File: config.mk
export PLATFORM = sky130hd
export DESIGN_NAME = ext_fogzip_bs_reader
export DESIGN_NICKNAME = d
export VERILOG_FILES = /design/src/rtl/ext_fogzip_bs_reader.sv
export SDC_FILE = /design/constraint.sdc
export NUM_CORES = 1
export LEC_CHECK = 0
export ABC_AREA = 1
export BUFFER_PORTS_ARGS = -buffer_cell sky130_fd_sc_hd__buf_2
export CORE_MARGIN = 4
export CORE_UTILIZATION = 40
export CTS_BUF_LIST = sky130_fd_sc_hd__clkbuf_8 sky130_fd_sc_hd__clkbuf_16
export DETAILED_ROUTE_END_ITERATION = 10
export PLACE_DENSITY = 0.66
export SETUP_SLACK_MARGIN = 0.02
export SYNTH_ARGS = -nofsm -noshare
export SYNTH_HDL_FRONTEND = slang
export SYNTH_SLANG_ARGS = --single-unit
export TNS_END_PERCENT = 30
File: constraint.sdc
create_clock -name i_SYSTEM_clk -period 2.75 [get_ports i_SYSTEM_clk]
set_clock_uncertainty 0.1 [all_clocks]
set_input_delay 0.275 -clock i_SYSTEM_clk [delete_from_list [all_inputs] [get_ports i_SYSTEM_clk]]
set_output_delay 0.275 -clock i_SYSTEM_clk [all_outputs]
set_load 0.01 [all_outputs]
File: src/rtl/ext_fogzip_bs_reader.sv
`default_nettype none
// ============================================================================
// Module   : ext_fogzip_bs_reader
// Purpose  : Fetches a FogZip occupancy bitstream from external memory
//            (64-bit header word at the base address, then little-endian
//            packed 64-bit data words) and streams it out one byte per
//            valid/ready handshake towards octree reconstruction.
// Ports    : i_SYSTEM_clk / i_SYSTEM_rst   clock, async active-low reset
//            i_enable                      level run request, low = abort
//            i_base_address                header address
//            EXT_MEM_*                     single-outstanding read port
//            o_byte / o_byte_valid / i_byte_ready / o_byte_last  byte stream
//            o_last_valid_bits / o_byte_count  header fields
//            o_done / o_error / o_status   completion and state
// Revision : 1.0  initial release
// ============================================================================
module ext_fogzip_bs_reader #(
   parameter logic [31:0] MAX_BYTES = 32'd1048576
) (
   input  logic        i_SYSTEM_clk,
   input  logic        i_SYSTEM_rst,
   input  logic        i_enable,
   input  logic [31:0] i_base_address,
   output logic [31:0] EXT_MEM_readAddress,
   output logic        EXT_MEM_initReadTxn,
   input  logic [63:0] EXT_MEM_readPayload,
   input  logic        EXT_MEM_readTxnDone,
   input  logic        EXT_MEM_error,
   output logic [7:0]  o_byte,
   output logic        o_byte_valid,
   input  logic        i_byte_ready,
   output logic        o_byte_last,
   output logic [2:0]  o_last_valid_bits,
   output logic [31:0] o_byte_count,
   output logic        o_done,
   output logic        o_error,
   output logic [3:0]  o_status
);

   localparam logic [3:0] S_IDLE      = 4'b0000;
   localparam logic [3:0] S_RD_HDR    = 4'b0001;
   localparam logic [3:0] S_WAIT_HDR  = 4'b0010;
   localparam logic [3:0] S_CHECK     = 4'b0011;
   localparam logic [3:0] S_RD_WORD   = 4'b0100;
   localparam logic [3:0] S_WAIT_WORD = 4'b0101;
   localparam logic [3:0] S_EMIT      = 4'b0110;
   localparam logic [3:0] S_DONE      = 4'b0111;
   localparam logic [3:0] S_ERROR     = 4'b1111;

   logic [3:0]  state;
   logic [2:0]  byte_sel;     // byte lane inside the current word, wraps 7->0
   logic [31:0] byte_idx;     // stream position 0..N-1
   logic [31:0] word_addr;    // address of the next data word to fetch
   logic [63:0] word_buf;     // captured data word being emitted
   logic        handshake;
   logic        at_last_byte;

   assign handshake    = o_byte_valid & i_byte_ready;
   assign at_last_byte = (byte_idx == (o_byte_count - 32'd1));
   assign o_byte_last  = o_byte_valid & at_last_byte;
   assign o_status     = state;

   // Byte output is forced to zero whenever it is not valid so the stream
   // never exposes stale word contents.
   always_comb begin
      o_byte = 8'h00;
      if (o_byte_valid) begin
         o_byte = word_buf[{byte_sel, 3'b000} +: 8];
      end
   end

   always_ff @(posedge i_SYSTEM_clk or negedge i_SYSTEM_rst) begin
      if (!i_SYSTEM_rst) begin
         state               <= S_IDLE;
         byte_sel            <= 3'd0;
         byte_idx            <= 32'd0;
         word_addr           <= 32'd0;
         word_buf            <= 64'd0;
         EXT_MEM_readAddress <= 32'd0;
         EXT_MEM_initReadTxn <= 1'b0;
         o_byte_valid        <= 1'b0;
         o_last_valid_bits   <= 3'd0;
         o_byte_count        <= 32'd0;
         o_done              <= 1'b0;
         o_error             <= 1'b0;
      end else if (!i_enable) begin
         // Abort wins over everything; a late completion is simply ignored
         // because IDLE never looks at the memory port.
         state               <= S_IDLE;
         byte_sel            <= 3'd0;
         byte_idx            <= 32'd0;
         EXT_MEM_initReadTxn <= 1'b0;
         o_byte_valid        <= 1'b0;
         o_done              <= 1'b0;
         o_error             <= 1'b0;
      end else begin
         case (state)
            S_IDLE: begin
               state <= S_RD_HDR;
            end
            S_RD_HDR: begin
               EXT_MEM_readAddress <= i_base_address;
               EXT_MEM_initReadTxn <= 1'b1;
               word_addr           <= i_base_address + 32'd8;
               state               <= S_WAIT_HDR;
            end
            S_WAIT_HDR: begin
               // Memory error outranks a simultaneous completion.
               if (EXT_MEM_error) begin
                  EXT_MEM_initReadTxn <= 1'b0;
                  o_error             <= 1'b1;
                  state               <= S_ERROR;
               end else if (EXT_MEM_readTxnDone) begin
                  EXT_MEM_initReadTxn <= 1'b0;
                  o_byte_count        <= EXT_MEM_readPayload[31:0];
                  o_last_valid_bits   <= EXT_MEM_readPayload[34:32];
                  state               <= S_CHECK;
               end
            end
            S_CHECK: begin
               byte_sel <= 3'd0;
               byte_idx <= 32'd0;
               if (o_byte_count == 32'd0) begin
                  o_done <= 1'b1;
                  state  <= S_DONE;
               end else if (o_byte_count > MAX_BYTES) begin
                  o_error <= 1'b1;
                  state   <= S_ERROR;
               end else begin
                  state <= S_RD_WORD;
               end
            end
            S_RD_WORD: begin
               EXT_MEM_readAddress <= word_addr;
               EXT_MEM_initReadTxn <= 1'b1;
               word_addr           <= word_addr + 32'd8;
               state               <= S_WAIT_WORD;
            end
            S_WAIT_WORD: begin
               if (EXT_MEM_error) begin
                  EXT_MEM_initReadTxn <= 1'b0;
                  o_error             <= 1'b1;
                  state               <= S_ERROR;
               end else if (EXT_MEM_readTxnDone) begin
                  EXT_MEM_initReadTxn <= 1'b0;
                  word_buf            <= EXT_MEM_readPayload;
                  o_byte_valid        <= 1'b1;
                  state               <= S_EMIT;
               end
            end
            S_EMIT: begin
               if (handshake) begin
                  if (at_last_byte) begin
                     // Final byte: no further words are fetched.
                     o_byte_valid <= 1'b0;
                     o_done       <= 1'b1;
                     state        <= S_DONE;
                  end else begin
                     byte_idx <= byte_idx + 32'd1;
                     byte_sel <= byte_sel + 3'd1;
                     if (byte_sel == 3'd7) begin
                        o_byte_valid <= 1'b0;
                        state        <= S_RD_WORD;
                     end
                  end
               end
            end
            S_DONE, S_ERROR: begin
               state <= state;
            end
            default: begin
               state <= S_IDLE;
            end
         endcase
      end
   end

endmodule
`default_nettype wire

==> impl_metrics.csv <==
group,metric,value,unit
status,status,"finished, violations left",
status,violations,"negative setup slack",
hold_path,min_from,"EXT_MEM_error",
global_routing,antenna_found_initial,0,
sta,fmax,330,MHz
sta,period_minus_slack,3030,ps
yosys,syn_avg_cell_area,7.45,um2
sta,max_slew_margin,0.518,
cells_and_area,antenna_cells,0,
worst_setup_path,path_class,"flip-flop to primary output",
route,drc,0,
pwr,leakagePower,8.12,nW
clock_tree,cts.sinks,206,
cells_and_area,syn_to_final_growth,31.7,%
place,io_buffers,185,
route,via_count,12600,
sta,holdWs,24.4,ps
route,drtIter0Drc,1165,
pwr,cellPowerDensity,721,nW/um2
cells_and_area,layout-drive-gt1-share,0.253,
yosys,synth_largest_area_cell,"dfrtp_1",
yosys,syn-num-nets,1763,
run,max-cap-violations,0,
worst_setup_path,cp.arrival,2650,ps
sta,fin_crit_sh,1.10,
die,fp.dieH,184,um
place,gp_congestion,0.947,
sta,slew_viol_final,0,
yosys,netlist_area,12300,um2
die,fp.dieW,184,um
route,ant_nets,0,
clock_tree,cts_tree,"built",
global_routing,grt_pass1_vias,12000,
sta,rsz0062_at_grt,"yes",
route,vias_per_cell,5.30,
worst_setup_path,crit_required,2380,ps
yosys,ys_warn_count,0,
worst_setup_path,regToRegSetupSlack,10,ps
global_routing,grt_use_total,0.247,
place,hpwl,30900,um
hold_path,hp-class,"primary input to flip-flop",
worst_setup_path,r2r_start,"o_byte_count[2]$_DFFE_PN0P_",
global_routing,grt_pass1_wl,66700,um
sta,fin_ws,-280,ps
die,ios,186,
pwr,total_power,11.7,mW
worst_setup_path,critPathLaunchType,"flip-flop",
sta,setup_viol,1,
global_routing,grt_max_degree,81,
clock_tree,clk_pin_slew,60,ps
cells_and_area,fin_nets,2073,
worst_setup_path,cp_max_fo,5,
sta,setup-tns-final,-280,ps
clock_tree,htree_levels,1,
yosys,synth-seq-area-share,0.418,
clock_tree,clockBufferDepth,3,
sta,worst_slew_pin_slew,724,ps
worst_setup_path,crit_path_end_kind,"primary output",
route,detail_route.wl_per_cell,18.1,um
die,initial_core_util,0.404,
global_routing,grt-ovfl-total,0,
sta,hold_viol_final,0,
pwr,peakVddDrop,0.487,mV
cells_and_area,nFillCells,2883,
worst_setup_path,cp_top_family,"simple AND/OR/NAND/NOR gates",
clock_tree,clkLatencyLatePin,550,ps
worst_setup_path,path_cells,"nor2_2 -> nand2_4 -> nor2_4 -> buf_4 -> xor2_1 -> or2_0 -> nor2_1 -> nand3_1 -> nor2_1 -> nand3_2 -> nor2_2 -> buf_2",
die,die_area,33700,um2
clock_tree,cts_made_buffers,24,
place,post-place-ws,55.0,ps
die,core_area,30500,um2
worst_setup_path,worst-path-buf-inv,2,
place,place_area,13900,um2
die,rows,64,
yosys,synth_cell_type_count,55,
worst_setup_path,startpoint,"o_byte_count[2]$_DFFE_PN0P_",
worst_setup_path,slowest_stage,"dfrtp_2",
yosys,syn_inst,1656,
route,drt_wl_total,43200,um
route,first_pass_iters,8,
yosys,synthTopCellsByArea,"dfrtp_1 (42%), nand2_1 (13%), nor2_1 (6.0%)",
cells_and_area,finalInstanceArea,16300,um2
worst_setup_path,cpPeakStageDelay,450,ps
clock_tree,root_buffer,"clkbuf_16",
yosys,synth_top_area_share,0.418,
yosys,synth-seq-cells,206,
==> layout by cell type, fill, tap and decap left out, types with 9 or more instances in the layout <==
cell type      synthesis  routed
inv_2                 12      15
dlygate4sd3_1          0      75
o22ai_1                9       9
nor2_2                20      26
a31oi_1               17      17
clkbuf_16              0      26
o21ai_2               11      10
nand4_1               33      33
o21ai_1                7       9
buf_4                  1      78
nor2_4                 8      23
dfrtp_2                0      17
inv_1                148     147
nor3_1                46      46
xnor2_1               30      30
nor4_1                13      13
nor2_1               196     175
nand3_1              115     113
nand2_2               10      22
nand2_1              431     416
buf_12                 1       9
dfrtp_1              206     189
mux2_2                32      32
xor2_1                29      28
o21ai_0              131     128
buf_2                  7     184
==> synth_stat cells (all sizes together) <==
| cell type | instances |
|---|---|
| a21boi | 2 |
| nand2 | 446 |
| clkbuf | 52 |
| a221o | 1 |
| clkinv | 1 |
| a22oi | 2 |
| nor4 | 13 |
| nor3b | 1 |
| nand3 | 119 |
| a31oi | 17 |
| nor2 | 225 |
| inv | 160 |
| nand3b | 7 |
| o31ai | 1 |
| a21oi | 9 |
| o21a | 4 |
| nand4 | 35 |
| mux2 | 32 |
| o22ai | 9 |
| o21ai | 150 |
| a311oi | 1 |
| a41oi | 1 |
| o21bai | 4 |
| ha | 5 |
| nor3 | 49 |
| and2 | 3 |
| o221ai | 7 |
| mux2i | 1 |
| o211ai | 6 |
| or2 | 5 |
| xnor2 | 30 |
| buf | 22 |
| dfrtp | 206 |
| o32a | 1 |
| xor2 | 29 |
==> power breakdown <==
| group | internal [mW] | switching, mW | leakage (nW) |
|---|---|---|---|
| Clock | 2.09 | 1.40 | 0.435 |
| Sequential | 3.55 | 0.407 | 2.70 |
| Combinational | 1.73 | 2.54 | 4.99 |
==> flip-flops by register name, summed over array words and instances (netlist names) <==
signal / count
word_buf: 64
EXT_MEM_readAddress: 32
EXT_MEM_initReadTxn: 1
byte_sel: 3
byte_idx: 32
word_addr: 32
o_last_valid_bits: 3
o_done: 1
o_error: 1
o_byte_valid: 1
o_status: 4
o_byte_count: 32
==> cells by family (layout without fill, tap and decap cells) <==
kind of cell,Yosys count,in the layout,share of synthesized area
compound gates,215,215,0.102
xor+xnor,59,59,0.0419
fa+ha+maj,5,5,0.00507
buf+inv,235,563,0.0784
flops,206,206,0.418
mux,33,33,0.0300
simple gates,903,903,0.325
==> worst register-to-register path, cell delays in order (launching register included) <==
cell,delay [ps]
dfrtp_2,450
nor2_2,160
nand2_4,90
nor2_4,220
buf_4,150
xor2_1,80
or2_0,220
nor2_1,100
nand3_1,100
nor2_1,140
nand3_2,140
buf_4,160
buf_4,140
nand2_8,90
clkbuf_16,170
nand3_1,70
nand2_1,70
==> through the flow <==
stage / utilization / instances
finish: 0.533 / 2380
global route: 0.533 / 2380
CTS: 0.517 / 2352
detailed placement: 0.457 / 2217
global placement: 0.457 / 2217
floorplan: - / 1656
==> layout make-up <==
type,count,area [um2],area share
clock buffers,28,656,0.0403
clock inverters,16,208,0.0128
inverters,161,614,0.0378
multi-input cells,1215,6500,0.400
flip-flops and latches,206,5180,0.319
well taps,396,495,0.0305
repair buffers,357,2600,0.160
repair inverters,1,5.00,0.000308
==> layer usage <==
metal  share of wire  global-route usage  routed length [um]
met1            0.45               0.356               19500
met2            0.46               0.394               20000
met3           0.054              0.0309                2350
met4           0.029              0.0679                1260
met5               0                   0                   0
==> final timing paths <==
path / to / depth (start not counted)
max: o_byte_last / 12
min: o_status[0]$_DFFE_PN0P_ / 5
max reg2reg: byte_idx[7]$_DFFE_PN0P_ / 16
min reg2reg: EXT_MEM_readAddress[7]$_DFFE_PN0P_ / 2
max in group asynchronous: o_status[3]$_DFFE_PN0P_ / 3
min in group asynchronous: o_byte_count[3]$_DFFE_PN0P_ / 2
==> what timing repair did <==
item,in CTS,in global routing
pin swaps,11,32
gates resized for setup,41,62
hold endpoints to repair,187,0
setup buffers,16,25
endpoints found under the setup margin,2,53
gates cloned,0,3
hold buffers,75,0
Power figures use the tool's default switching activity.
